**config.mk**
```make
export PLATFORM = sky130hd
export DESIGN_NAME = column_bank_scheduler
export DESIGN_NICKNAME = d
export VERILOG_FILES = /design/src/rtl/column_bank_scheduler.sv
export SDC_FILE = /design/constraint.sdc
export NUM_CORES = 1
export LEC_CHECK = 0
export ABC_AREA = 1
export BUFFER_PORTS_ARGS = -buffer_cell sky130_fd_sc_hd__buf_2
export CELL_PAD_IN_SITES_DETAIL_PLACEMENT = 2
export CELL_PAD_IN_SITES_GLOBAL_PLACEMENT = 2
export CORE_MARGIN = 2
export CORE_UTILIZATION = 34
export CTS_BUF_LIST = sky130_fd_sc_hd__clkbuf_8 sky130_fd_sc_hd__clkbuf_16
export CTS_CLUSTER_SIZE = 8
export DETAILED_ROUTE_END_ITERATION = 16
export GPL_ROUTABILITY_DRIVEN = 0
export GPL_TIMING_DRIVEN = 1
export PLACE_DENSITY = 0.89
export SKIP_CTS_REPAIR_TIMING = 1
export SYNTH_ARGS = -nofsm -noshare
export SYNTH_HDL_FRONTEND = slang
export SYNTH_SLANG_ARGS = --single-unit
```
**constraint.sdc**
```tcl
create_clock -name clk -period 7.6 [get_ports clk]
set_clock_uncertainty 0.15 [all_clocks]
set_input_delay 1.14 -clock clk [delete_from_list [all_inputs] [get_ports clk]]
set_output_delay 1.14 -clock clk [all_outputs]
set_load 0.02 [all_outputs]
```
**src/rtl/column_bank_scheduler.sv**
```systemverilog
// Column store controller: packs four Avalon words into a column record and
// rotates three banks between write / pending / read roles at frame boundaries.
module column_bank_scheduler #(
  parameter int NUM_COLS = 640,
  parameter int COL_W    = 10,
  parameter int DROP_W   = 8
) (
  input  logic                 clk,
  input  logic                 reset,
  input  logic                 chipselect,
  input  logic                 write,
  input  logic                 address,
  input  logic [15:0]          writedata,
  input  logic                 frame_start,
  input  logic [COL_W-1:0]     rd_col,
  output logic [2:0]           bank_we,
  output logic [3*COL_W-1:0]   bank_addr,
  output logic [41:0]          wr_coldata,
  output logic [15:0]          wr_sfdata,
  output logic [1:0]           rd_bank,
  output logic [1:0]           wr_bank,
  output logic                 frame_ready,
  output logic [DROP_W-1:0]    dropped_frames
);

  localparam logic [1:0] S_W0 = 2'd0;
  localparam logic [1:0] S_W1 = 2'd1;
  localparam logic [1:0] S_W2 = 2'd2;
  localparam logic [1:0] S_W3 = 2'd3;

  logic [1:0]        r_state;
  logic [9:0]        r_w0;
  logic [15:0]       r_w1, r_w2;
  logic [COL_W-1:0]  r_wr_col, r_wr_addr;
  logic [2:0]        r_we;
  logic [41:0]       r_coldata;
  logic [15:0]       r_sf;
  logic [1:0]        r_rd, r_wr, r_pend;
  logic              r_ready;
  logic [DROP_W-1:0] r_drop;

  logic w_acc, w_data, w_ctrl, w_last_word, w_complete;

  assign w_acc       = chipselect && write;
  assign w_data      = w_acc && !address;
  assign w_ctrl      = w_acc && address;
  assign w_last_word = w_data && (r_state == S_W3);
  assign w_complete  = w_last_word && (r_wr_col == COL_W'(NUM_COLS - 1));

  // Word assembly; the write pulse is registered so it lands one cycle after
  // the 4th word and targets the bank that was being filled at that moment.
  always_ff @(posedge clk or posedge reset) begin
    if (reset) begin
      r_state   <= S_W0;
      r_w0      <= '0;
      r_w1      <= '0;
      r_w2      <= '0;
      r_wr_col  <= '0;
      r_wr_addr <= '0;
      r_we      <= '0;
      r_coldata <= '0;
      r_sf      <= '0;
    end else begin
      r_we <= '0;
      if (w_ctrl && writedata[0]) begin
        r_state  <= S_W0;
        r_wr_col <= '0;
      end else if (w_data) begin
        case (r_state)
          S_W0: begin r_w0 <= writedata[9:0]; r_state <= S_W1; end
          S_W1: begin r_w1 <= writedata;      r_state <= S_W2; end
          S_W2: begin r_w2 <= writedata;      r_state <= S_W3; end
          default: begin
            r_coldata <= {r_w2, r_w1, r_w0};
            r_sf      <= writedata;
            r_wr_addr <= r_wr_col;
            r_we      <= 3'b001 << r_wr;
            r_state   <= S_W0;
            r_wr_col  <= w_complete ? '0 : r_wr_col + 1'b1;
          end
        endcase
      end
    end
  end

  always_ff @(posedge clk or posedge reset) begin
    if (reset) begin
      r_rd    <= 2'd0;
      r_wr    <= 2'd1;
      r_pend  <= 2'd2;
      r_ready <= 1'b0;
    end else if (w_complete && frame_start) begin
      // Freshly completed frame goes straight to display; pending stays put.
      r_rd    <= r_wr;
      r_wr    <= r_rd;
      r_ready <= 1'b0;
    end else if (w_complete) begin
      if (!r_ready) begin
        r_pend  <= r_wr;
        r_wr    <= 2'd3 ^ r_wr ^ r_rd;
        r_ready <= 1'b1;
      end else begin
        r_wr   <= r_pend;
        r_pend <= r_wr;
      end
    end else if (frame_start && r_ready) begin
      r_rd    <= r_pend;
      r_pend  <= r_rd;
      r_ready <= 1'b0;
    end
  end

  always_ff @(posedge clk or posedge reset) begin
    if (reset)
      r_drop <= '0;
    else if (w_ctrl && writedata[1])
      r_drop <= '0;
    else if (w_complete && r_ready && r_drop != '1)
      r_drop <= r_drop + 1'b1;
  end

  for (genvar k = 0; k < 3; k++) begin : g_addr
    assign bank_addr[k*COL_W +: COL_W] = r_we[k]           ? r_wr_addr :
                                         (r_rd == 2'(k))   ? rd_col    : '0;
  end

  assign bank_we        = r_we;
  assign wr_coldata     = r_coldata;
  assign wr_sfdata      = r_sf;
  assign rd_bank        = r_rd;
  assign wr_bank        = r_wr;
  assign frame_ready    = r_ready;
  assign dropped_frames = r_drop;

endmodule

```
==> results.toml, run 1 <==
[global_route]
grt_antenna_before_repair = 0
grt_use_total_pct = 22.9
grt_max_degree = 86
grt_pass1_wl_um = 35300
first_global_vias = 6176
grt-ovfl-total = 0

[sta]
maxSlewHeadroom_pct = 22.7
period_needed_ps = 3440
setup_viol = 0
rsz0062_at_grt = "false"
worst_pin_slew_ps = 1160
fin_crit_sh_pct = 45.2
max_freq_ghz = 0.291
timing.final.hold_violations = 0
whs_ps = 321
report.final.slew_viol_count = 0
tns_ps = 0

[clock_network]
cts-buffers-inserted = 17
clock_sinks = 140
clock_path_buffers = 2
root_buffer = "clkbuf_16"
cts_tree = "done"
clock_latency_ps = 430
h-tree-depth = 4
path_clk_slew_ps = 70

[logic_synthesis]
yosysWarnings = 0
yosysSeqAreaShare_pct = 56.2
synth_seq_cells = 140
synth_top_family_by_area = "simple AND/OR/NAND/NOR gates"
synth-simple-area-share_pct = 25.0
syn-num-nets = 770
synthCells = 732
synth_compound_area_share_pct = 10.1
yosysUniqueCellTypes = 32
synth_xor_area_share_pct = 0.843
synth.cell_area_um2 = 6240
synthMuxAreaShare_pct = 0
avgSynthCellArea_um2 = 8.52
synth_adder_area_share_pct = 1.20

[routing]
top_layer_used = "met4"
vias = 5623
met1_length_um = 9760
drc = 0
dr.pass1.iters = 4
route.met3.wl_um = 920
totalWireLength_um = 21500
drt-initial-drc-count = 233
drt-wirelength-per-cell_um = 19.6
wl_met2_um = 10600
routed_via_density = 5.12
ant_nets = 0

[outcome]
status = "finished, final reports clean"

[critical_path]
r2r_cells = 7
cp.arrival_ps = 2150
critPathLaunch = "rd_bank[1]"
r2r_start = "r_state[0]"
crit_fanout = 10
required_ps = 6310
path_class = "reg2out"
end_kind = "primary output"
cp-start-kind = "flop"

[cells_and_area]
final_nets = 894
drive_above_1_share_pct = 21.6
syn_to_final_growth_pct = 22.3
antenna_cells = 0

[run]
max_cap_violations = 0

[floorplan]
fp-row-count = 49
die_h_um = 139
core_area_um2 = 18000
ios = 136
die-width_um = 139
start_util_pct = 34.7
dieArea_um2 = 19400

[worst_hold_path]
hold_start = "wr_coldata[22]"
hold_depth = 2
hp-class = "reg2reg"

[placement]
detailed_place_hpwl_um = 14100
io_buffers = 135

[power_and_ir_drop]
power_density_nw_per_um2 = 361
ir_drop_v = 0.000179
p_leak_nw = 4.10
where the power goes:
part,total [mW],switching [mW],leakage (nW),internal (mW)
logic,0.753,0.526,2.00,0.228
registers,1.19,0.167,1.82,1.02
clock network,0.812,0.343,0.281,0.469
layout make-up:
class / instances / area [um2]
fillers: 2076 / 10300
flip-flops and latches: 140 / 3510
multi-input cells: 493 / 2320
repair buffers: 137 / 691
clock buffers: 19 / 453
well taps: 229 / 287
inverters: 67 / 256
clock inverters: 13 / 116
logic make-up after synthesis:
family / Yosys count
flops: 140
compound gates: 124
simple gates: 357
xor+xnor: 6
fa+ha+maj: 6
buf+inv: 99
registers in the layout, summed over array words and instances, names as in the netlist:
| name | flops |
|---|---|
| r_state | 2 |
| r_w1 | 16 |
| wr_sfdata | 16 |
| r_w2 | 16 |
| wr_coldata | 42 |
| r_pend | 2 |
| dropped_frames | 8 |
| bank_we | 3 |
| r_wr_col | 10 |
| frame_ready | 1 |
| rd_bank | 2 |
| r_w0 | 10 |
| r_wr_addr | 10 |
| wr_bank | 2 |
placed cells by master (no fill, tap or decap), drive strengths merged, types with 7 or more instances in the layout:
| master | n |
|---|---|
| clkinv | 7 |
| o21ai | 114 |
| nand2 | 253 |
| clkbuf | 19 |
| inv | 70 |
| buf | 137 |
| nor2 | 24 |
| nand3 | 62 |
| dfrtp | 138 |
| nand4 | 9 |
cells in the mapped netlist:
cell type	count	area, um2
nand2_1	250	938
dfrtp_1	138	3450
o21ai_0	106	531
inv_1	65	244
nand3_1	59	295
nor2_1	17	63.8
buf_2	12	60.1
clkbuf_1	11	41.3
nand4_1	8	50.1
o21ai_1	8	40.0
ha_1	6	75.1
nor2_4	6	67.6
a21oi_1	5	25.0
xor2_1	5	43.8
nand3b_1	4	30.0
buf_1	3	11.3
nor4_1	3	18.8
o22ai_1	3	18.8
buf_4	2	15.0
buf_6	2	22.5
clkbuf_2	2	10.0
dfstp_2	2	52.6
inv_2	2	7.51
nand2_2	2	12.5
nand3_4	2	35.0
nor3_1	2	10.0
o21bai_1	2	15.0
nand2_4	1	11.3
nand3_2	1	10.0
nand4_2	1	12.5
nor2_2	1	6.26
xnor2_1	1	8.76
final timing paths:
path | slack [ps] | end
hold / removal | 320 | wr_coldata[22]
setup / recovery | 4160 | bank_addr[24]
setup reg to reg | 5180 | r_w0[9]
min in group asynchronous | 680 | wr_coldata[17]
max in group asynchronous | 5200 | dropped_frames[4]
hold reg to reg | 320 | wr_coldata[22]
through the flow:
step                      util (%)  worst slack [ps]  std cells  power [mW]  area [um2]
after floorplan                  -              2560        732        1.60        6240
after global routing          42.5              4000       1098        2.92        7630
after global placement        39.3              4580       1066        1.86        7060
final                         42.5              4160       1098        2.75        7630
after detailed placement      39.3              4400       1066        1.93        7060
after CTS                     42.5              4160       1098        2.78        7630
worst max-delay path, stage by stage (launching register included):
cell and delay, ps:
dfrtp_1 470, inv_1 130, nor2_1 580, nand3_1 180, o21ai_0 150, buf_2 210
layer usage:
metal / up-vias / track usage [%]
met1: 2871 / 30.9
met2: 136 / 38.3
li1: 2597 / -
met3: 19 / 4.47
met5: - / 0
met4: 0 / 5.64
Power figures use the tool's default switching activity.
==> run 2: changes to the inputs <==
--- a/config.mk
+++ b/config.mk
@@ -10,13 +10,13 @@
 export CELL_PAD_IN_SITES_DETAIL_PLACEMENT = 2
 export CELL_PAD_IN_SITES_GLOBAL_PLACEMENT = 2
 export CORE_MARGIN = 2
-export CORE_UTILIZATION = 34
+export CORE_UTILIZATION = 32
 export CTS_BUF_LIST = sky130_fd_sc_hd__clkbuf_8 sky130_fd_sc_hd__clkbuf_16
 export CTS_CLUSTER_SIZE = 8
 export DETAILED_ROUTE_END_ITERATION = 16
 export GPL_ROUTABILITY_DRIVEN = 0
 export GPL_TIMING_DRIVEN = 1
-export PLACE_DENSITY = 0.89
+export PLACE_DENSITY = 0.85
 export SKIP_CTS_REPAIR_TIMING = 1
 export SYNTH_ARGS = -nofsm -noshare
 export SYNTH_HDL_FRONTEND = slang
==> constraint.sdc (replaced) <==
create_clock -name clk -period 3.6 [get_ports clk]
set_clock_uncertainty 0.15 [all_clocks]
set_input_delay 0.54 -clock clk [delete_from_list [all_inputs] [get_ports clk]]
set_output_delay 0.54 -clock clk [all_outputs]
set_load 0.02 [all_outputs]
==> run 2 against run 1 <==
Against the previous run: cell count is 3.4% higher; sequential power is 110% higher; cell area is 1.0% higher; first-iteration DRC count grew 0.86%; clock power grew 110%; critical path depth unchanged; critical path type unchanged; worst setup slack worse by 3400 ps; register-to-register slack got worse by 3800 ps; utilization shrank 2.5 points; global-route usage shrank 2.5 points; largest power group unchanged; die area rose by 6.1%.
==> results.toml, run 2 (same netlist as run 1, synthesis figures left out) <==
[critical_path]
cp_cell_sequence = "inv_1, nor2_1, nand3_1, o21ai_0, buf_2"
path_delay_family = "simple AND/OR/NAND/NOR gates"
cp_slowest_cell = "nor2_1"
cp.arrival_ps = 2130
cp-start-kind = "flop"
required_ps = 2910
critPathBufInv = 2
path_class = "reg2out"
end_kind = "primary output"
slowest_delay_ps = 630
crit_fanout = 10

[cells_and_area]
instances_no_fill = 1135
largest_reg_flops = 42
final_nets = 897
final_common_cell = "nand2_1"
nFillCells = 2225
mostFrequentLayoutCells = "250 x nand2_1, 138 x dfrtp_1, 135 x buf_2"
drive_above_1_share_pct = 21.7
antenna_cells = 0
fin_util_pct = 40.0
syn_to_final_growth_pct = 23.6

[sta]
fin_crit_sh_pct = 78.2
report.final.slew_viol_count = 0
tns_ps = 0
worst_pin_slew_ps = 1020
period_needed_ps = 2820
setup_viol = 0
timing.final.hold_violations = 0
maxSlewHeadroom_pct = 32.1
rsz0062_at_grt = "false"
max_freq_ghz = 0.355
setup_ws_ps = 783

[routing]
drt-initial-drc-count = 235
drc = 0
routed_via_density = 4.85
ant_nets = 0
vias = 5500
totalWireLength_um = 20300
drt-wirelength-per-cell_um = 17.8
dr.pass1.iters = 4

[worst_hold_path]
hp-class = "in2async"

[global_route]
first_global_vias = 5959
grt_pass1_wl_um = 32600
grt_antenna_before_repair = 0
grt_use_total_pct = 20.5
grt-ovfl-total = 0
grt_max_degree = 86

[clock_network]
clock_latency_ps = 420
clock_sinks = 140
path_clk_slew_ps = 60
root_buffer = "clkbuf_16"
clock_path_buffers = 2
cts-buffers-inserted = 17
h-tree-depth = 4
cts_tree = "done"

[floorplan]
die-width_um = 144
fp-row-count = 51
start_util_pct = 32.4
core_area_um2 = 19300
die_h_um = 144
dieArea_um2 = 20600
ios = 136

[run]
max_cap_violations = 0

[power_and_ir_drop]
p_leak_nw = 4.11
power_density_nw_per_um2 = 745
ir_drop_v = 0.000369

[placement]
detailed_place_hpwl_um = 14000
dp.cells = 1105
io_buffers = 135
dp_worst_setup_slack_ps = 1150

[outcome]
status = "finished, final reports clean"
[run 2: cell count changes in the layout (fill, tap and decap cells not counted), sizes merged]
cell,change
clkbuf,+2
inv,-3
buf,+3
clkinv,-1
[run 2: layout make-up]
type	count	area, um2	share of cell area, %
flip-flops and latches	140	3510	45.5
inverters	67	255	3.31
well taps	265	332	4.30
multi-input cells	493	2320	30.1
clock buffers	21	480	6.24
clock inverters	9	87.6	1.14
repair buffers	140	726	9.42
[run 2: stage by stage]
| stage | hold WS (ps) | total power, mW | instance area (um2) |
|---|---|---|---|
| floorplan | 297 | 3.39 | 6240 |
| global placement | 301 | 3.94 | 7140 |
| detailed placement | 309 | 4.06 | 7140 |
| CTS | 123 | 5.82 | 7700 |
| global route | 156 | 6.10 | 7700 |
| finish | 103 | 5.74 | 7700 |
[run 2: where the power goes]
part / switching (mW) / internal [mW]
registers: 0.335 / 2.15
logic: 1.07 / 0.484
clock network: 0.677 / 1.02
[run 2: final timing paths]
kind                                     start        endpoint  slack (ps)  cells after the start
worst min register to register  wr_coldata[26]  wr_coldata[26]         320                      2
max in group asynchronous                reset       r_pend[1]        2260                      3
min in group clk                  writedata[5]         r_w0[5]         210                      3
worst min-delay path                     reset  wr_coldata[17]         100                      2
worst max-delay path                rd_bank[0]   bank_addr[11]         780                      5
worst max register to register      r_state[0]     r_wr_col[2]        1400                      6
[run 2: layer usage]
metal | track usage (%) | routed length [um] | vias up
met5 | 0 | 0 | -
met4 | 4.80 | 181 | 0
met3 | 3.70 | 762 | 14
met2 | 34.3 | 9790 | 113
met1 | 27.6 | 9510 | 2766
li1 | - | - | 2607
==> run 3: changes to the inputs <==
--- a/config.mk
+++ b/config.mk
@@ -5,12 +5,12 @@
 export SDC_FILE = /design/constraint.sdc
 export NUM_CORES = 1
 export LEC_CHECK = 0
-export ABC_AREA = 1
+export ABC_AREA = 0
 export BUFFER_PORTS_ARGS = -buffer_cell sky130_fd_sc_hd__buf_2
 export CELL_PAD_IN_SITES_DETAIL_PLACEMENT = 2
 export CELL_PAD_IN_SITES_GLOBAL_PLACEMENT = 2
 export CORE_MARGIN = 2
-export CORE_UTILIZATION = 32
+export CORE_UTILIZATION = 36
 export CTS_BUF_LIST = sky130_fd_sc_hd__clkbuf_8 sky130_fd_sc_hd__clkbuf_16
 export CTS_CLUSTER_SIZE = 8
 export DETAILED_ROUTE_END_ITERATION = 16
==> constraint.sdc (replaced) <==
create_clock -name clk -period 2.6 [get_ports clk]
set_clock_uncertainty 0.15 [all_clocks]
set_input_delay 0.39 -clock clk [delete_from_list [all_inputs] [get_ports clk]]
set_output_delay 0.39 -clock clk [all_outputs]
set_load 0.02 [all_outputs]
==> run 3 against run 2 <==
Against the previous run: global-route usage rose by 0.054 points; synthesized area decreased by 3.7%; combinational power up 12%.
==> results.toml, run 3 <==
[outcome]
status = "finished, final reports clean"

[logic_synthesis]
synth_adder_area_share_pct = 1.25
synth_seq_cells = 140
synth-simple-area-share_pct = 8.63
ys_top_cells_by_area = "dfrtp_1 58%, mux2_2 19%, a22o_1 5.0%, nand2_1 3.4%, ha_1 1.3%"
yosysMostFrequentCell = "dfrtp_1"
syn-num-nets = 510
synth.cell_area_um2 = 6000
yosysWarnings = 0
synth-async-reset-ratio_pct = 100
yosysUniqueCellTypes = 42
avgSynthCellArea_um2 = 12.7
synth-main-ff-cell = "dfrtp_1"
synth_largest_area_cell = "dfrtp_1"
yosysSeqAreaShare_pct = 58.4
synthTopCellsByCount = "138 x dfrtp_1, 99 x mux2_2, 54 x nand2_1, 34 x a22o_1, 19 x clkbuf_1"
synthCells = 472
synth_edf_count = 0
synth_top_area_share_pct = 57.5
synth_compound_area_share_pct = 9.96
synth_top_family_by_area = "multiplexers"
synthMuxAreaShare_pct = 19.4
synth_xor_area_share_pct = 0.438

[cells_and_area]
fin_util_pct = 46.3
nFillCells = 1677
final_common_cell = "dfrtp_1"
mostFrequentLayoutCells = "138 x dfrtp_1, 135 x buf_2, 99 x mux2_2"
final_nets = 660
antenna_cells = 0
drive_above_1_share_pct = 45.6
largest_reg_flops = 42
syn_to_final_growth_pct = 27.0

[routing]
drc = 0
ant_nets = 0
totalWireLength_um = 17200
dr.pass1.iters = 4
drt-wirelength-per-cell_um = 20.2
drt-initial-drc-count = 140
vias = 4443
routed_via_density = 5.20

[power_and_ir_drop]
p_leak_nw = 3.93
ir_drop_v = 0.000456
power_density_nw_per_um2 = 961

[floorplan]
ios = 136
die_h_um = 133
dieArea_um2 = 17700
die-width_um = 133
start_util_pct = 36.5
core_area_um2 = 16500
fp-row-count = 47

[global_route]
grt-ovfl-total = 0
grt_antenna_before_repair = 0
grt_pass1_wl_um = 28200
first_global_vias = 5023
grt_use_total_pct = 20.5
grt_max_degree = 83

[clock_network]
clock_latency_ps = 420
cts_tree = "done"
h-tree-depth = 4
clock_path_buffers = 2
root_buffer = "clkbuf_16"
cts-buffers-inserted = 17
path_clk_slew_ps = 60
clock_sinks = 140

[critical_path]
required_ps = 2790
crit_fanout = 5
cp.arrival_ps = 2540
path_class = "reg2reg"
cp-start-kind = "flop"
end_kind = "flop"

[placement]
io_buffers = 135
detailed_place_hpwl_um = 11900
dp_worst_setup_slack_ps = 250

[sta]
setup_ws_ps = 252
max_freq_ghz = 0.426
period_needed_ps = 2350
worst_pin_slew_ps = 549
report.final.slew_viol_count = 0
timing.final.hold_violations = 0
setup_viol = 0
fin_crit_sh_pct = 90.3
maxSlewHeadroom_pct = 63.2
tns_ps = 0
rsz0062_at_grt = "false"

[worst_hold_path]
hp-class = "in2reg"

[run]
max_cap_violations = 0
[run 3: changes by cell type after synthesis, sizes merged, moves of 6 or more]
| cell | previous run | this run |
|---|---|---|
| clkbuf | 13 | 19 |
| nand3 | 62 | 12 |
| mux2 | 0 | 99 |
| a22o | 0 | 34 |
| o21ai | 114 | 10 |
| inv | 67 | 9 |
| nor2 | 24 | 12 |
| buf | 19 | 2 |
| nand2 | 253 | 54 |
[run 3: logic make-up (layout without fill, tap and decap cells)]
logic type | after synthesis | in the layout
flip-flops | 140 | 140
AND/OR/NAND/NOR | 108 | 108
multiplexers | 104 | 104
AO/OA/AOI/OAI | 81 | 81
buffers and inverters | 30 | 192
adder cells (fa/ha/maj) | 6 | 6
XOR/XNOR | 3 | 3
[run 3: power by group]
group,internal (mW),leakage [nW],switching [mW]
registers,2.79,1.85,0.372
clock network,1.47,0.292,0.949
logic,0.785,1.79,0.960
total,5.05,3.93,2.28
[run 3: area by class of cell]
type,count,area [um2],area share (%)
sequential,140,3510,46.0
timing repair buffer,152,831,10.9
tap,220,275,3.61
inverter,9,37.5,0.492
multi-input combinational,302,2380,31.3
clock inverter,12,138,1.81
clock buffer,19,453,5.94
[run 3: stage by stage]
stage,hold slack [ps],power [mW],cells,cell area (um2)
final,82.1,7.33,854,7620
after global routing,77.0,7.72,854,7620
after CTS,-67.4,7.44,853,7610
after detailed placement,328,4.95,822,7020
after global placement,312,4.75,822,7020
after floorplan,324,4.23,472,6010
[run 3: critical path: stages, from the launching register on]
cell and delay [ps]:
dfrtp_1 450, ha_1 260, nand3_1 130, or4_1 570, or4_1 530, a21oi_1 170
[run 3: final timing paths]
check                         startpoint           endpoint  slack (ps)  cells after the start
max reg2reg                  r_wr_col[0]  dropped_frames[5]         250                      5
min in group asynchronous          reset      wr_sfdata[10]         480                      4
max                          r_wr_col[0]  dropped_frames[5]         250                      5
min reg2reg                 wr_sfdata[0]       wr_sfdata[0]         330                      2
min                        writedata[13]      wr_sfdata[13]          80                      2
max in group asynchronous          reset      wr_coldata[5]        1430                      4
[run 3: routing by layer]
| layer | part of all wire, % | vias up | track usage, % |
|---|---|---|---|
| met3 | 6.0 | 17 | 6.74 |
| met4 | 0.96 | 0 | 5.67 |
| met2 | 54 | 117 | 37.2 |
| met5 | 0 | - | 0 |
| li1 | - | 2015 | - |
| met1 | 39 | 2294 | 23.2 |
